$ cat src/rtl/dpram_fifo_ctrl_pkg.sv
// Shared constants and types for the dual-port-RAM FIFO controller and its output buffer.
package dpram_fifo_ctrl_pkg;

    localparam int unsigned DEF_DATA_WIDTH = 8;
    localparam int unsigned DEF_ADDR_WIDTH = 4;
    localparam int unsigned DEPTH          = 2 ** DEF_ADDR_WIDTH;
    localparam int unsigned LEVEL_WIDTH    = DEF_ADDR_WIDTH + 2;

    // Output buffer covers the RAM's one-cycle read latency plus one word of slack.
    localparam int unsigned OUT_DEPTH      = 2;
    localparam int unsigned OUT_CNT_WIDTH  = $clog2(OUT_DEPTH + 1);

    typedef logic [DEF_ADDR_WIDTH-1:0] ptr_t;

endpackage

$ cat src/rtl/dpram_fifo_outbuf.sv
// Two-entry output FIFO that captures RAM read data and presents the head word downstream.
module dpram_fifo_outbuf
    import dpram_fifo_ctrl_pkg::*;
#(
    parameter int unsigned DATA_WIDTH = DEF_DATA_WIDTH
) (
    input  logic                     clk,
    input  logic                     rst_n,
    input  logic                     clr,
    input  logic                     wr_en,
    input  logic [DATA_WIDTH-1:0]    wr_data,
    input  logic                     pop,
    output logic [OUT_CNT_WIDTH-1:0] count,
    output logic [DATA_WIDTH-1:0]    head
);

    logic [DATA_WIDTH-1:0]    head_q, head_d;
    logic [DATA_WIDTH-1:0]    tail_q, tail_d;
    logic [OUT_CNT_WIDTH-1:0] count_q, count_d;

    always_comb begin
        head_d  = head_q;
        tail_d  = tail_q;
        count_d = count_q;
        if (clr) begin
            count_d = '0;
        end else begin
            case ({wr_en, pop})
                2'b10: begin
                    if (count_q == '0) begin
                        head_d = wr_data;
                    end else begin
                        tail_d = wr_data;
                    end
                    count_d = count_q + OUT_CNT_WIDTH'(1);
                end
                2'b01: begin
                    head_d  = tail_q;
                    count_d = count_q - OUT_CNT_WIDTH'(1);
                end
                2'b11: begin
                    // Shift the head out and append the captured word behind it.
                    if (count_q == OUT_CNT_WIDTH'(1)) begin
                        head_d = wr_data;
                    end else begin
                        head_d = tail_q;
                        tail_d = wr_data;
                    end
                end
                default: ;
            endcase
        end
    end

    always_ff @(posedge clk or negedge rst_n) begin
        if (!rst_n) begin
            head_q  <= '0;
            tail_q  <= '0;
            count_q <= '0;
        end else begin
            head_q  <= head_d;
            tail_q  <= tail_d;
            count_q <= count_d;
        end
    end

    assign count = count_q;
    assign head  = head_q;

endmodule

$ cat src/rtl/dpram_fifo_ctrl.sv
// FIFO controller driving a dual-port RAM: port A writes the input stream, port B reads into
// a small output buffer so the output stream runs at full rate despite the RAM read latency.
module dpram_fifo_ctrl
    import dpram_fifo_ctrl_pkg::*;
#(
    parameter int unsigned DATA_WIDTH = DEF_DATA_WIDTH,
    parameter int unsigned ADDR_WIDTH = DEF_ADDR_WIDTH
) (
    input  logic                  clk,
    input  logic                  rst_n,
    input  logic                  clr,
    input  logic                  s_valid,
    output logic                  s_ready,
    input  logic [DATA_WIDTH-1:0] s_data,
    output logic                  m_valid,
    input  logic                  m_ready,
    output logic [DATA_WIDTH-1:0] m_data,
    output logic [ADDR_WIDTH-1:0] ram_addr_a,
    output logic [DATA_WIDTH-1:0] ram_data_a,
    output logic                  ram_we_a,
    output logic [ADDR_WIDTH-1:0] ram_addr_b,
    output logic                  ram_we_b,
    input  logic [DATA_WIDTH-1:0] ram_q_b,
    output logic [ADDR_WIDTH+1:0] level,
    output logic                  full,
    output logic                  empty
);

    localparam int unsigned Depth = 2 ** ADDR_WIDTH;
    localparam int unsigned CntW  = ADDR_WIDTH + 1;
    localparam int unsigned LvlW  = ADDR_WIDTH + 2;
    localparam int unsigned PendW = OUT_CNT_WIDTH + 1;

    logic [ADDR_WIDTH-1:0]    wr_ptr_q, wr_ptr_d;
    logic [ADDR_WIDTH-1:0]    rd_ptr_q, rd_ptr_d;
    logic [CntW-1:0]          mem_count_q, mem_count_d;
    logic                     inflight_q, inflight_d;
    logic                     rst_done_q;
    logic [OUT_CNT_WIDTH-1:0] out_cnt;
    logic [PendW-1:0]         out_pending;
    logic                     full_int;
    logic                     push;
    logic                     pop;
    logic                     rd_issue;
    logic [LvlW-1:0]          level_int;

    assign full_int = (mem_count_q == CntW'(Depth));
    assign s_ready  = rst_done_q & ~full_int;
    assign push     = s_valid & s_ready & ~clr;
    assign m_valid  = (out_cnt != '0);
    assign pop      = m_valid & m_ready;

    // Words that will occupy the output buffer after this edge if no new read is issued.
    assign out_pending = PendW'(out_cnt) + PendW'(inflight_q) - PendW'(pop);
    assign rd_issue    = (mem_count_q != '0) & (out_pending < PendW'(OUT_DEPTH)) & ~clr;

    always_comb begin
        wr_ptr_d    = wr_ptr_q;
        rd_ptr_d    = rd_ptr_q;
        mem_count_d = mem_count_q;
        inflight_d  = 1'b0;
        if (clr) begin
            wr_ptr_d    = '0;
            rd_ptr_d    = '0;
            mem_count_d = '0;
        end else begin
            if (push) begin
                wr_ptr_d = wr_ptr_q + ADDR_WIDTH'(1);
            end
            if (rd_issue) begin
                rd_ptr_d = rd_ptr_q + ADDR_WIDTH'(1);
            end
            mem_count_d = mem_count_q + CntW'(push) - CntW'(rd_issue);
            inflight_d  = rd_issue;
        end
    end

    always_ff @(posedge clk or negedge rst_n) begin
        if (!rst_n) begin
            wr_ptr_q    <= '0;
            rd_ptr_q    <= '0;
            mem_count_q <= '0;
            inflight_q  <= 1'b0;
            rst_done_q  <= 1'b0;
        end else begin
            wr_ptr_q    <= wr_ptr_d;
            rd_ptr_q    <= rd_ptr_d;
            mem_count_q <= mem_count_d;
            inflight_q  <= inflight_d;
            rst_done_q  <= 1'b1;
        end
    end

    // RAM data is only sampled while a read is in flight, so post-reset X never enters.
    dpram_fifo_outbuf #(
        .DATA_WIDTH (DATA_WIDTH)
    ) u_outbuf (
        .clk     (clk),
        .rst_n   (rst_n),
        .clr     (clr),
        .wr_en   (inflight_q),
        .wr_data (ram_q_b),
        .pop     (pop),
        .count   (out_cnt),
        .head    (m_data)
    );

    assign ram_addr_a = wr_ptr_q;
    assign ram_data_a = s_data;
    assign ram_we_a   = push;
    assign ram_addr_b = rd_ptr_q;
    assign ram_we_b   = 1'b0;

    assign level_int = LvlW'(mem_count_q) + LvlW'(inflight_q) + LvlW'(out_cnt);
    assign level     = level_int;
    assign full      = full_int;
    assign empty     = (level_int == '0);

endmodule

$ cat config.mk
export PLATFORM = sky130hd
export DESIGN_NAME = dpram_fifo_ctrl
export DESIGN_NICKNAME = d
export VERILOG_FILES = /design/src/rtl/dpram_fifo_ctrl_pkg.sv /design/src/rtl/dpram_fifo_outbuf.sv /design/src/rtl/dpram_fifo_ctrl.sv
export SDC_FILE = /design/constraint.sdc
export NUM_CORES = 1
export LEC_CHECK = 0
export ABC_AREA = 1
export CORE_UTILIZATION = 54
export CTS_CLUSTER_SIZE = 25
export DETAILED_ROUTE_END_ITERATION = 6
export GPL_TIMING_DRIVEN = 1
export PLACE_DENSITY = 0.95
export SETUP_SLACK_MARGIN = 0.2
export SLEW_MARGIN = 10
export SYNTH_ARGS = -nofsm -noshare
export SYNTH_HDL_FRONTEND = slang
export SYNTH_HIERARCHICAL = 1
export SYNTH_SLANG_ARGS = --single-unit
$ cat constraint.sdc
create_clock -name clk -period 7.4 [get_ports clk]
set_clock_uncertainty 0.2 [all_clocks]
set_input_delay 0.74 -clock clk [delete_from_list [all_inputs] [get_ports clk]]
set_output_delay 0.74 -clock clk [all_outputs]
set_load 0.05 [all_outputs]
---- Word-level counts from Yosys, hierarchy flattened ----
Cells that the tools add are included.
word-level totals
  register bits after elaboration ......... 33
  bits of input ports ..................... 21
  output and inout port bits .............. 36
  word-level logic and storage cells ...... 60
operators by class
  reduce and logical (&&, ||, !) cells .... 11
  order comparisons ....................... 1
  multiplexer cells ....................... 14
  $add $sub $neg .......................... 10
  bitwise operators ....................... 8
  equal/unequal tests ..................... 8
operators by type and width
  cell                   count
  $mux W8                4
  $pmux W8 S3            1
  $mux W4                4
  $pmux W8 S2            1
  $add A4 B1 Y4 const B  2
  $reduce_bool A2 Y1     4
  $add A5 B1 Y6          1
  $add A6 B2 Y6          1
  $and A1 B1 Y1          6
  $logic_not A6 Y1       1
  $reduce_bool A3 Y1     2
  $add A5 B1 Y5          1
  $eq A5 B5 Y1 const B   1
  $mux W5                1
  $reduce_bool A5 Y1     1
  $sub A5 B1 Y5          1
  $eq A2 B1 Y1 const B   2
  $eq A2 B2 Y1 const B   2
  $ne A2 B2 Y1 const B   2
  $pmux W2 S2            1
  $reduce_and A4 Y1      1
  $add A2 B1 Y3          1
  $lt A3 B2 Y1 const B   1
  $reduce_and A3 Y1      1
  8 further kinds        9

---- Longest topological paths before layout ----
  depth after elaboration ................. 8
  depth in mapped cells ................... 21
  depth with buffers taken out ............ 21

---- Hierarchy ----
The synthesis kept the hierarchy.
modules (own cells, without submodules)
  module             times used  cells an instance  seq. area each (um2)  area an instance (um2)
  dpram_fifo_ctrl    1           160                375.4                 1258.7
  dpram_fifo_outbuf  1           132                450.4                 1057.3

---- Least setup slack after synthesis ----
No wires, ideal clock.
  path type ............................... input to register
  start ................................... input m_ready
  end ..................................... register mem_count_q[4]
  required time ........................... 7.083 ns
  setup time .............................. 0.117 ns
  arrival time ............................ 3.463 ns
  cell stages on the path ................. 18
  setup slack ............................. 3.620 ns
  cell sequence ........................... o21a_1 -> ha_1 -> inv_1 -> nand2_1 -> fa_1 -> nand2_2 -> nor2_4 -> nand2_2 -> nor2_1 -> ha_1 -> inv_1 -> ha_1 -> inv_1 -> fa_1 -> nor3_1 -> nor2_1 -> nor2_1 -> nor2_1
on the way
  word-level cells in the longest chain between the ends .. 7
ends and longest elaborated chain
  item                         line                   source
  from (decl)                  dpram_fifo_ctrl.sv:16  input logic m_ready,
  $and A1 B1 Y1                dpram_fifo_ctrl.sv:51  assign pop = m_valid & m_ready;
  $sub A3 B1 Y3                dpram_fifo_ctrl.sv:54  assign out_pending = PendW'(out_cnt) + PendW'(inflight_q) - PendW'(pop);
  $lt A3 B2 Y1                 dpram_fifo_ctrl.sv:55  assign rd_issue = (mem_count_q != '0) & (out_pending < PendW'(OUT_DEPTH)) & ~clr;
  $and A1 B1 Y1 (2 in series)  dpram_fifo_ctrl.sv:55
  $sub A5 B1 Y5                dpram_fifo_ctrl.sv:73  mem_count_d = mem_count_q + CntW'(push) - CntW'(rd_issue);
  $mux W5                      dpram_fifo_ctrl.sv:62  if (clr) begin
  named net mem_count_d[4]     dpram_fifo_ctrl.sv:36  logic [CntW-1:0] mem_count_q, mem_count_d;
  to (signal assigned)         dpram_fifo_ctrl.sv:88  mem_count_q <= mem_count_d;
  to (decl)                    dpram_fifo_ctrl.sv:36
The timed path passes the listed nets, and every way through them passes these cells.
A chain may end at the register's enable or synchronous reset.

---- Worst setup path in the final report ----
  start ................................... input m_ready
  end ..................................... register mem_count_q[4]
on the way
  word-level cells in the longest chain between the ends .. 7
ends and longest elaborated chain
  item                         line                   source
  $and A1 B1 Y1                dpram_fifo_ctrl.sv:51
  named net pop                dpram_fifo_ctrl.sv:43  logic pop;
  $sub A3 B1 Y3                dpram_fifo_ctrl.sv:54
  $lt A3 B2 Y1                 dpram_fifo_ctrl.sv:55
  $and A1 B1 Y1 (2 in series)  dpram_fifo_ctrl.sv:55
  $sub A5 B1 Y5                dpram_fifo_ctrl.sv:73
  $mux W5                      dpram_fifo_ctrl.sv:62
  named net mem_count_d[4]     dpram_fifo_ctrl.sv:36
The timed path passes the listed nets, and every way through them passes these cells.

==> summary.txt <==
Status
  – Status: complete, no violations

Yosys
  – Synth Area in Compound Gates: 1.30%
  – Post-synthesis sequential area ratio: 35.7%
  – Cell Area, Synth: 2320 um2
  – Netlist cell types: 30
  – Simple-Gate Fraction of Synth Area: 37.3%
  – Synth Area in Adders: 11.0%
  – Top-area cell type share of the netlist area: 35.7%
  – Post-Synth XOR/XNOR Area: 1.51%
  – Synth Net Count: 331
  – Syn avg cell area: 7.93 um2
  – Top cells by area, synth: dfrtp_1 (36%), nand2_1 (12%), nand3_1 (8.9%), ha_1 (7.6%), inv_1 (7.0%)
  – Post-synthesis mux area share: 0%
  – Dominant combinational cell family by area after synthesis: simple AND/OR/NAND/NOR gates
  – Ys Warns: 6
  – Seq cells post-synth: 33
  – Gate count of the mapped netlist: 292
  – Post-synth top area cell: dfrtp_1

Routing
  – Final WL: 4750 um
  – Via-to-Cell Ratio: 5.15
  – DR pass1 iterations: 4
  – WL/cell: 12.6 um
  – DRC: 0
  – Starting DRC count in detailed routing: 147
  – Vias: 1943
  – Post-route ant nets: 0

Pwr
  – PD cells: 470 nW/um2
  – Pleak: 0.00146 uW
  – P_int: 606 uW
  – Gate power share: 64.9%
  – Clock Power Share: 10.1%
  – NetSw: 690 uW
  – VDD IR max: 0.000240 V
  – Flop pwr share: 25.0%
  – Switching Fraction: 53.2%

STA
  – Max Slew Vio Count: 0
  – RSZ-0062 raised after global routing: false
  – Worst-margin pin slew: 0.758 ns
  – Fmax: 221 MHz
  – Setup Viol. Count Final: 0
  – Slew headroom: 49.3%
  – Post-Route Setup TNS: 0 ns
  – Count of final hold-check violations: 0
  – Crit share post-route: 61.0%
  – Crit path time final: 4.52 ns

Clock network
  – Clock-pin slew on the worst setup and hold paths: 0.07 ns
  – H-tree level count: 2
  – Post-CTS sizing: 0
  – Setup bufs post-CTS: 0
  – Clock root buffer: clkbuf_8
  – TritonCTS Sinks: 33
  – CTS tree: yes
  – CTS Buf Count: 5
  – CTS Hold Bufs: 0
  – Clk Latency, worst-skew pair: 0.29 ns
  – Max clock buf depth: 2

Place
  – Routability Congestion: 0.898
  – Dpl hpwl: 3510 um
  – Count of input and output buffers: 39

Floorplan
  – Die height: 67.5 um
  – Ports: 57
  – Initial core utilization: 57.1%
  – Total core area: 4060 um2
  – DIE WIDTH: 67.5 um
  – Site row count: 23
  – Die area: 4550 um2

Worst setup path
  – Max FO, Critical Path: 14
  – CP Capture Type: flip-flop
  – Arr. time, crit path: 4.54 ns
  – Worst EP required: 7.42 ns
  – Critical Path Source Type: primary input
  – CP cell instances: clkdlybuf4s50_1 > o21a_1 > ha_1 > inv_1 > nand2_1 > fa_1 > nand2_2 > nor2_4 > nand2_2 > nor2_1 > ha_1 > inv_1 > ha_1 > inv_1 > fa_1 > nor3_1 > nor2_1 > nand2_1 > nand2_1 > nor2_1
  – CP Class: primary input to flip-flop
  – Slowest cell on crit path: o21a_1
  – Largest stage delay, worst path: 0.54 ns

GRT
  – Pin count of the biggest net entering global routing: 34
  – Number of global-route vias before repair: 1757
  – Antenna violations before repair: 0
  – First-pass GRT wire length: 7710 um
  – Total GRT Usage: 22.9%
  – Grt total ovfl: 0

Layout
  – P&R area growth vs syn: 18.9%
  – Ratio of cells with drive above 1 in the final layout: 11.0%
  – N_diodes: 0
  – Filler cells: 323
  – Net count, final: 365
  – Fin util: 67.9%

Job
  – Max cap viols: 0

Min path
  – Worst hold path class: flip-flop to flip-flop
-- cell families (layout without fill, tap and decap cells) --
kind of cell,Yosys count,count (layout)
adder cells (fa/ha/maj),18,18
XOR/XNOR,4,4
AO/OA/AOI/OAI,5,5
AND/OR/NAND/NOR,167,167
buffers and inverters,63,98
flip-flops,33,33
other,2,2
-- through the flow --
stage	instance area (um2)	total power, uW	hold slack, ns	std cells	setup slack, ns
2_1_floorplan	2320	962	0.242	292	3.62
3_3_place_gp	2670	1130	0.253	369	2.72
3_5_place_dp	2670	1160	0.259	369	2.60
4_1_cts	2750	1300	0.276	377	2.91
5_1_grt	2750	1390	0.310	377	2.67
6_report	2750	1300	0.275	377	2.88
-- area by class of cell --
cell class              count  area (um2)  area share, %
multi-input cells         196        1190           43.3
flip-flops and latches     33         826           30.0
repair buffers             40         398           14.4
inverters                  50         193           7.00
clock buffers               6        72.6           2.64
well taps                  50        62.6           2.27
clock inverters             2        10.0          0.363
-- cell usage in the layout (no fill, tap or decap), types with 2 or more instances in the layout --
cell,netlist,routed
fa_1,4,4
nand2_4,4,4
nand4_1,13,13
clkbuf_8,0,5
dfrtp_1,33,33
nand3_4,4,4
nand3_2,3,3
inv_2,4,4
nor2_1,18,18
nand2_2,7,7
clkinv_2,0,2
xor2_1,3,3
a21oi_1,2,2
clkdlybuf4s50_1,0,39
ha_1,14,14
inv_1,43,43
conb_1,2,2
nand2_1,71,71
inv_4,2,2
nand3_1,41,41
-- synthesized netlist by cell type (all sizes together) --
cell type and n:
nand2 82, inv 49, nand3 48, dfrtp 33, nor2 21, ha 14
buf 13, nand4 13, fa 4, xor2 3, a21oi 2, conb 2
and2 1, clkinv 1, nor3 1, o21a 1, o21ai 1, o21bai 1
or2 1, xnor2 1
-- layer usage --
| layer | routed length [um] | GRT usage [%] |
|---|---|---|
| met1 | 2250 | 30.1 |
| met5 | 0 | 0 |
| met4 | 53 | 9.31 |
| met3 | 178 | 5.91 |
| met2 | 2270 | 35.5 |
-- power by group through the flow --
stage                     Sequential (uW)  Clock [uW]  Combinational, uW
final                                 324         131                841
after global routing                  333         143                918
after CTS                             323         133                842
after detailed placement              326           0                837
after global placement                320           0                808
after floorplan                       401           0                561
-- worst max-delay path: cells and delay by family --
family,cells,cell delay [ns]
AO/OA/AOI/OAI,1,0.54
adder cells (fa/ha/maj),5,1.70
buffers and inverters,4,0.63
AND/OR/NAND/NOR,10,0.95
-- flip-flops by register name, summed over array words and instances, names as in the netlist --
| name | count |
|---|---|
| inflight_q | 1 |
| mem_count_q | 5 |
| ram_addr_a | 4 |
| ram_addr_b | 4 |
| rst_done_q | 1 |
| u_outbuf/count | 2 |
| u_outbuf/head | 8 |
| u_outbuf/tail_q | 8 |
-- worst paths after layout --
path	startpoint	end	slack [ns]	cells after the start
setup / recovery	m_ready	mem_count_q[4]$_DFF_PN0_	2.88	20
hold / removal	u_outbuf/tail_q[2]$_DFFE_PN0P_	u_outbuf/tail_q[2]$_DFFE_PN0P_	0.27	2
setup reg to reg	u_outbuf/count[1]$_DFFE_PN0P_	mem_count_q[4]$_DFF_PN0_	3.17	19
hold reg to reg	u_outbuf/tail_q[2]$_DFFE_PN0P_	u_outbuf/tail_q[2]$_DFFE_PN0P_	0.27	2
max in group asynchronous	rst_n	u_outbuf/tail_q[4]$_DFFE_PN0P_	6.05	2
min in group asynchronous	rst_n	ram_addr_a[2]$_DFFE_PN0P_	0.64	2
(Power assumes the default switching activity.)
